[config.mk]
export PLATFORM = sky130hd
export DESIGN_NAME = instr_encoder_flat
export DESIGN_NICKNAME = d
export VERILOG_FILES = /design/src/rtl/instr_pkg.sv /design/src/rtl/instr_encoder_if.sv /design/src/rtl/instr_encoder_fifo.sv /design/src/rtl/instr_encoder.sv /design/src/flat_wrapper.sv
export SDC_FILE = /design/constraint.sdc
export NUM_CORES = 1
export LEC_CHECK = 0
export CAP_MARGIN = 0
export CORE_ASPECT_RATIO = 2
export CORE_MARGIN = 2
export CORE_UTILIZATION = 40
export DETAILED_ROUTE_END_ITERATION = 10
export DONT_BUFFER_PORTS = 1
export PLACE_DENSITY = 0.6
export SLEW_MARGIN = 20
export SYNTH_ARGS = -nofsm -noshare
export SYNTH_HDL_FRONTEND = slang
export SYNTH_SLANG_ARGS = --single-unit
[constraint.sdc]
create_clock -name clk -period 5.7 [get_ports clk]
set_input_delay 0.855 -clock clk [delete_from_list [all_inputs] [get_ports clk]]
set_output_delay 0.855 -clock clk [all_outputs]
set_load 0.02 [all_outputs]
[src/rtl/instr_pkg.sv]
// rtl/instr_pkg.sv - shared types and opcode constants for the instruction encoder
package instr_pkg;

  typedef enum logic [2:0] {
    FMT_R = 3'd0,
    FMT_I = 3'd1,
    FMT_S = 3'd2,
    FMT_B = 3'd3,
    FMT_U = 3'd4,
    FMT_J = 3'd5
  } fmt_e;

  localparam logic [6:0] OP_REG    = 7'b0110011;
  localparam logic [6:0] OP_IMM    = 7'b0010011;
  localparam logic [6:0] OP_LOAD   = 7'b0000011;
  localparam logic [6:0] OP_STORE  = 7'b0100011;
  localparam logic [6:0] OP_BRANCH = 7'b1100011;
  localparam logic [6:0] OP_JAL    = 7'b1101111;
  localparam logic [6:0] OP_LUI    = 7'b0110111;
  localparam logic [6:0] OP_AUIPC  = 7'b0010111;

  typedef enum logic [1:0] {
    ST_IDLE  = 2'd0,
    ST_RUN   = 2'd1,
    ST_DRAIN = 2'd2,
    ST_DONE  = 2'd3
  } enc_state_e;

endpackage

[src/rtl/instr_encoder_if.sv]
// rtl/instr_encoder_if.sv - request channel and instruction-memory write port of the encoder
interface instr_encoder_if #(
  parameter int INSTRW  = 32,
  parameter int PCWIDTH = 32
);
  logic               in_valid;
  logic               in_ready;
  logic               in_last;
  logic [2:0]         fmt;
  logic [6:0]         opcode;
  logic [2:0]         funct3;
  logic [6:0]         funct7;
  logic [4:0]         rd;
  logic [4:0]         rs1;
  logic [4:0]         rs2;
  logic [31:0]        imm;
  logic               mem_stall;
  logic               mem_we;
  logic [PCWIDTH-1:0] mem_addr;
  logic [INSTRW-1:0]  mem_wdata;

  modport master (
    output in_valid, in_last, fmt, opcode, funct3, funct7, rd, rs1, rs2, imm, mem_stall,
    input  in_ready, mem_we, mem_addr, mem_wdata
  );

  modport slave (
    input  in_valid, in_last, fmt, opcode, funct3, funct7, rd, rs1, rs2, imm, mem_stall,
    output in_ready, mem_we, mem_addr, mem_wdata
  );
endinterface

[src/rtl/instr_encoder_fifo.sv]
// rtl/instr_encoder_fifo.sv - synchronous FIFO buffering encoded words ahead of the memory write port
module instr_fifo #(
  parameter int WIDTH = 32,
  parameter int DEPTH = 4
) (
  input  logic                       clk,
  input  logic                       rst_n,
  input  logic                       push,
  input  logic [WIDTH-1:0]           wdata,
  input  logic                       pop,
  output logic [WIDTH-1:0]           rdata,
  output logic                       full,
  output logic                       empty,
  output logic [$clog2(DEPTH):0]     count
);
  localparam int AW = $clog2(DEPTH);

  logic [WIDTH-1:0] mem [DEPTH];
  logic [AW:0]      wptr;
  logic [AW:0]      rptr;
  logic             do_push;
  logic             do_pop;

  assign do_push = push & ~full;
  assign do_pop  = pop & ~empty;

  // Extra pointer bit distinguishes full from empty when the indices match.
  assign count = wptr - rptr;
  assign empty = (wptr == rptr);
  assign full  = (count == (AW+1)'(DEPTH));
  assign rdata = mem[rptr[AW-1:0]];

  always_ff @(posedge clk or negedge rst_n) begin
    if (!rst_n) begin
      wptr <= '0;
      rptr <= '0;
    end else begin
      if (do_push) wptr <= wptr + 1'b1;
      if (do_pop)  rptr <= rptr + 1'b1;
    end
  end

  always_ff @(posedge clk) begin
    if (do_push) mem[wptr[AW-1:0]] <= wdata;
  end
endmodule

[src/rtl/instr_encoder.sv]
// rtl/instr_encoder.sv - packs field-level requests into RV32I words and writes them sequentially to memory
module instr_encoder
  import instr_pkg::*;
#(
  parameter int INSTRW     = 32,
  parameter int PCWIDTH    = 32,
  parameter int FIFO_DEPTH = 4
) (
  input  logic               clk,
  input  logic               rst_n,
  input  logic               start,
  input  logic [PCWIDTH-1:0] start_addr,
  instr_encoder_if.slave     bus,
  output logic               busy,
  output logic               done,
  output logic               err
);
  localparam int CW = $clog2(FIFO_DEPTH) + 1;

  enc_state_e         state;
  enc_state_e         state_nxt;
  logic [PCWIDTH-1:0] addr;
  logic [INSTRW-1:0]  word;
  logic [INSTRW-1:0]  fifo_head;
  logic [CW-1:0]      fifo_count;
  logic               fifo_full;
  logic               fifo_empty;
  logic               fmt_ok;
  logic               imm_bad;
  logic               accept;
  logic               push;
  logic               pop;
  logic               writing_state;

  always_comb begin
    word    = '0;
    fmt_ok  = 1'b1;
    imm_bad = 1'b0;
    case (bus.fmt)
      FMT_R: word = {bus.funct7, bus.rs2, bus.rs1, bus.funct3, bus.rd, bus.opcode};
      FMT_I: word = {bus.imm[11:0], bus.rs1, bus.funct3, bus.rd, bus.opcode};
      FMT_S: word = {bus.imm[11:5], bus.rs2, bus.rs1, bus.funct3, bus.imm[4:0], bus.opcode};
      FMT_B: begin
        word    = {bus.imm[12], bus.imm[10:5], bus.rs2, bus.rs1, bus.funct3,
                   bus.imm[4:1], bus.imm[11], bus.opcode};
        imm_bad = bus.imm[0];
      end
      FMT_U: word = {bus.imm[31:12], bus.rd, bus.opcode};
      FMT_J: begin
        word    = {bus.imm[20], bus.imm[10:1], bus.imm[11], bus.imm[19:12], bus.rd, bus.opcode};
        imm_bad = bus.imm[0];
      end
      default: fmt_ok = 1'b0;
    endcase
  end

  // Ready uses the pre-pop full flag, so a simultaneous write never frees a slot early.
  assign bus.in_ready  = (state == ST_RUN) & ~fifo_full;
  assign accept        = bus.in_valid & bus.in_ready;
  assign push          = accept & fmt_ok;
  assign writing_state = (state == ST_RUN) | (state == ST_DRAIN);
  assign bus.mem_we    = writing_state & ~fifo_empty & ~bus.mem_stall;
  assign pop           = bus.mem_we;
  assign bus.mem_addr  = addr;
  assign bus.mem_wdata = fifo_head;
  assign busy          = (state != ST_IDLE);
  assign done          = (state == ST_DONE);

  instr_fifo #(
    .WIDTH (INSTRW),
    .DEPTH (FIFO_DEPTH)
  ) u_fifo (
    .clk   (clk),
    .rst_n (rst_n),
    .push  (push),
    .wdata (word),
    .pop   (pop),
    .rdata (fifo_head),
    .full  (fifo_full),
    .empty (fifo_empty),
    .count (fifo_count)
  );

  always_comb begin
    state_nxt = state;
    case (state)
      ST_IDLE:  if (start) state_nxt = ST_RUN;
      ST_RUN:   if (accept && bus.in_last) state_nxt = ST_DRAIN;
      ST_DRAIN: if (fifo_empty || (fifo_count == CW'(1) && pop)) state_nxt = ST_DONE;
      ST_DONE:  state_nxt = ST_IDLE;
      default:  state_nxt = ST_IDLE;
    endcase
  end

  always_ff @(posedge clk or negedge rst_n) begin
    if (!rst_n) state <= ST_IDLE;
    else        state <= state_nxt;
  end

  always_ff @(posedge clk or negedge rst_n) begin
    if (!rst_n) begin
      addr <= '0;
      err  <= 1'b0;
    end else if (state == ST_IDLE && start) begin
      addr <= {start_addr[PCWIDTH-1:2], 2'b00};
      err  <= |start_addr[1:0];
    end else begin
      if (pop) addr <= addr + PCWIDTH'(4);
      if (accept && (!fmt_ok || imm_bad)) err <= 1'b1;
    end
  end
endmodule
[src/flat_wrapper.sv]
// flat-port wrapper written by rule: the top's interface ports become plain ports
module instr_encoder_flat import instr_pkg::*;
#(
  parameter int INSTRW     = 32,
  parameter int PCWIDTH    = 32,
  parameter int FIFO_DEPTH = 4
)
  (clk, rst_n, start, start_addr, busy, done, err, bus_in_valid, bus_in_last, bus_fmt, bus_opcode, bus_funct3, bus_funct7, bus_rd, bus_rs1, bus_rs2, bus_imm, bus_mem_stall, bus_in_ready, bus_mem_we, bus_mem_addr, bus_mem_wdata);
  instr_encoder_if #(.INSTRW(INSTRW), .PCWIDTH(PCWIDTH)) bus_i ();
  input  logic clk;
  input  logic rst_n;
  input  logic start;
  input  logic [PCWIDTH-1:0] start_addr;
  output logic busy;
  output logic done;
  output logic err;
  input wire logic [$bits(bus_i.in_valid)-1:0] bus_in_valid;
  input wire logic [$bits(bus_i.in_last)-1:0] bus_in_last;
  input wire logic [$bits(bus_i.fmt)-1:0] bus_fmt;
  input wire logic [$bits(bus_i.opcode)-1:0] bus_opcode;
  input wire logic [$bits(bus_i.funct3)-1:0] bus_funct3;
  input wire logic [$bits(bus_i.funct7)-1:0] bus_funct7;
  input wire logic [$bits(bus_i.rd)-1:0] bus_rd;
  input wire logic [$bits(bus_i.rs1)-1:0] bus_rs1;
  input wire logic [$bits(bus_i.rs2)-1:0] bus_rs2;
  input wire logic [$bits(bus_i.imm)-1:0] bus_imm;
  input wire logic [$bits(bus_i.mem_stall)-1:0] bus_mem_stall;
  output wire logic [$bits(bus_i.in_ready)-1:0] bus_in_ready;
  output wire logic [$bits(bus_i.mem_we)-1:0] bus_mem_we;
  output wire logic [$bits(bus_i.mem_addr)-1:0] bus_mem_addr;
  output wire logic [$bits(bus_i.mem_wdata)-1:0] bus_mem_wdata;
  assign bus_i.in_valid = bus_in_valid;
  assign bus_i.in_last = bus_in_last;
  assign bus_i.fmt = bus_fmt;
  assign bus_i.opcode = bus_opcode;
  assign bus_i.funct3 = bus_funct3;
  assign bus_i.funct7 = bus_funct7;
  assign bus_i.rd = bus_rd;
  assign bus_i.rs1 = bus_rs1;
  assign bus_i.rs2 = bus_rs2;
  assign bus_i.imm = bus_imm;
  assign bus_i.mem_stall = bus_mem_stall;
  assign bus_in_ready = bus_i.in_ready;
  assign bus_mem_we = bus_i.mem_we;
  assign bus_mem_addr = bus_i.mem_addr;
  assign bus_mem_wdata = bus_i.mem_wdata;
  instr_encoder #(.INSTRW(INSTRW), .PCWIDTH(PCWIDTH), .FIFO_DEPTH(FIFO_DEPTH)) u_core (.clk(clk), .rst_n(rst_n), .start(start), .start_addr(start_addr), .bus(bus_i), .busy(busy), .done(done), .err(err));
endmodule
==> flow_summary_export.csv <==
group,metric,value,unit
outcome,status,"finished clean",
clock_network,cts_resized,0,
synth,ys_seq_area_frac,0.631,
clock_network,numCtsBuffers,17,
setup_path,required,4.85,ns
power_and_ir_drop,leakage,2.85,nW
timing,fmax,297,MHz
clock_network,cts_hold_buf,0,
timing,slew_viol_final,0,
timing,hold_viol_final,0,
timing,setup_viol,0,
timing,fin_setup_tns,0,ns
synth,synth-main-ff-cell,"edfxtp_1",
setup_path,critPathBufInv,3,
timing,slew_headroom,0.295,
grt,grt_pass1_vias,4673,
setup_path,cp_max_fo,35,
setup_path,crit_chain,"buf_4 -> inv_1 -> ha_1 -> nand2_1 -> o21ai_2 -> inv_1",
drt,drc,0,
floorplan,fp.coreArea,0.0187,sq mm
clock_network,cts_num_sinks,167,
drt,drt_iter0_markers,157,
setup_path,r2r_slack,2.66,ns
grt,grt_util_all_layers,0.176,
cells_and_area,drive_above_1_share,0.164,
setup_path,startpoint_type,"flop",
timing,hold-worst-slack,0.128,ns
setup_path,crit_arrival,2.51,ns
setup_path,cp_top_family,"buffers and inverters",
floorplan,initial_core_util,0.408,
grt,grt_pass1_wl,26300,microns
floorplan,die_area,0.0203,sq mm
synth,syn_inst,538,
synth,synth_edf_count,128,
floorplan,rows,71,
setup_path,reg2reg_depth,6,
drt,vias,4341,
clock_network,cts_max_path_buffers,2,
synth,synth.distinct_cells,46,
placement,dpl.hpwl,12200,microns
setup_path,slowest_delay,0.46,ns
drt,vias_per_cell,5.45,
power_and_ir_drop,peakVddDrop,0.000328,V
floorplan,ios,174,
clock_network,clk_latency,0.42,ns
setup_path,r2r_end,"u_core.u_fifo.mem[3][27]",
cells_and_area,fillers,1686,
setup_path,crit_type,"reg2out",
power_and_ir_drop,p_per_area,517,mW/mm^2
synth,syn_area_per_cell,14.2,sq um
cells_and_area,nets,648,
timing,worstMarginPinSlew,1.05,ns
drt,routed_wl,17500,microns
drt,first_pass_iters,4,
worst_hold_path,hold_class,"in2async",
clock_network,cts-root-buf,"clkbuf_16",
cells_and_area,multiInputGateArea,0.00262,sq mm
clock_network,cts_tree,"yes",
cells_and_area,layout_commonest_cell,"edfxtp_1",
timing,rsz0062_at_grt,"no",
cells_and_area,area_growth,10.2,%
synth,yosys_warnings,0,
grt,antenna_found_initial,0,
setup_path,path_common_cell,"inv_1",
timing,skew,0.0133,ns
grt,grt_max_degree,63,
clock_network,post_cts_buffers,0,
floorplan,dieWidth,102,microns
cells_and_area,regArea,0.00482,sq mm
clock_network,htreeDepth,4,
timing,period_minus_slack,3.37,ns
placement,place.gp.congestion,0.750,
grt,grt_overflow,0,
cells_and_area,diodes,0,
setup_path,critPathCaptureType,"output port",
synth,ys_ff_latch,167,
synth,syn_area,0.00764,sq mm
setup_path,r2r-start,"u_core.u_fifo.rptr[1]",
setup_path,crit_slowest_cell,"buf_4",
cells_and_area,most-common-layout-cells,"edfxtp_1 (128), nor2_1 (41), a21oi_1 (41), dfrtp_1 (38), nand2_1 (34)",
drt,routedWlPerCell,22.0,microns
floorplan,die_y,199,microns
synth,async_flop_share,0.234,
clock_network,clk_pin_slew_worst_paths,0.07,ns
placement,port_buffers,0,
drt,ant_nets,0,
timing,fin_crit_sh,0.591,
flow_run,maxCapViolations,0,
setup_path,cp.depth,6,
flip-flops by register name, summed over array words and instances, names as in the netlist:
name / count
u_core.bus.mem_addr: 30
u_core.err: 1
u_core.state: 2
u_core.u_fifo.mem: 128
u_core.u_fifo.rptr: 3
u_core.u_fifo.wptr: 3
worst reg2reg max path, stage by stage (launching register included):
cell and delay (ns):
dfrtp_1 0.36, buf_4 0.30, fa_1 0.47, xor3_2 0.26, nand3_1 0.12, and4_1 0.33
and2_2 0.82
power breakdown:
part           switching, W  internal (W)
Clock              0.000521      0.000585
Combinational      0.000856      0.000521
Sequential         0.000339       0.00153
Total               0.00172       0.00264
per-layer routing:
metal | vias up | GRT usage | share of wire
met5 | - | 0 | 0
met1 | 2172 | 0.176 | 0.34
met3 | 13 | 0.0532 | 0.065
met4 | 0 | 0.0430 | 0.012
li1 | 1992 | - | -
met2 | 164 | 0.343 | 0.58
synthesized netlist by cell type (all sizes together), types with 10 or more instances:
library cell	n	share of area
edfxtp	128	0.50
a21oi	41	0.027
nor2	41	0.020
dfrtp	39	0.13
nand2	35	0.017
mux4	32	0.094
o21ai	26	0.018
xnor2	26	0.030
clkbuf	18	0.0088
inv	18	0.0088
and2	14	0.011
buf	13	0.0098
ha	13	0.021
nor3	12	0.013
nand3	10	0.0065
worst max-delay path by stage:
stage                     startpoint                  endpoint
6_report       u_core.u_fifo.rptr[1]                bus_mem_we
5_1_grt        u_core.u_fifo.rptr[1]                bus_mem_we
4_1_cts        u_core.u_fifo.rptr[1]                bus_mem_we
3_5_place_dp   u_core.u_fifo.rptr[1]   u_core.u_fifo.mem[3][9]
3_3_place_gp   u_core.u_fifo.rptr[1]  u_core.u_fifo.mem[0][27]
2_1_floorplan  u_core.u_fifo.wptr[0]   u_core.u_fifo.mem[3][0]
cell families (layout without fill, tap and decap cells):
kind of cell | count (synthesis) | after routing | synth area share
buffers and inverters | 49 | 52 | 0.0275
multiplexers | 45 | 45 | 0.112
other | 1 | 2 | 0.000491
XOR/XNOR | 35 | 35 | 0.0432
flip-flops | 167 | 167 | 0.631
AND/OR/NAND/NOR | 139 | 139 | 0.0940
AO/OA/AOI/OAI | 88 | 88 | 0.0683
adder cells (fa/ha/maj) | 14 | 14 | 0.0239
area by class of cell:
cell class                 instances  area share
sequential                       167       0.572
multi-input combinational        323       0.311
clock buffer                      17      0.0505
tap                              255      0.0379
clock inverter                    15      0.0181
inverter                          18     0.00802
timing repair buffer               2     0.00178
through the flow:
| step | area, sq um | setup slack (ns) | std cells | total power, W | util |
|---|---|---|---|---|---|
| final | 8420 | 2.33 | 797 | 0.00436 | 0.449 |
| after global routing | 8420 | 2.12 | 797 | 0.00461 | 0.449 |
| after CTS | 8420 | 2.30 | 797 | 0.00442 | 0.449 |
| after detailed placement | 7850 | 2.62 | 765 | 0.00331 | 0.419 |
| after global placement | 7850 | 2.72 | 765 | 0.00326 | 0.419 |
| after floorplan | 7650 | 2.80 | 539 | 0.00300 | - |
No activity file was read; power rests on OpenSTA's default activity.
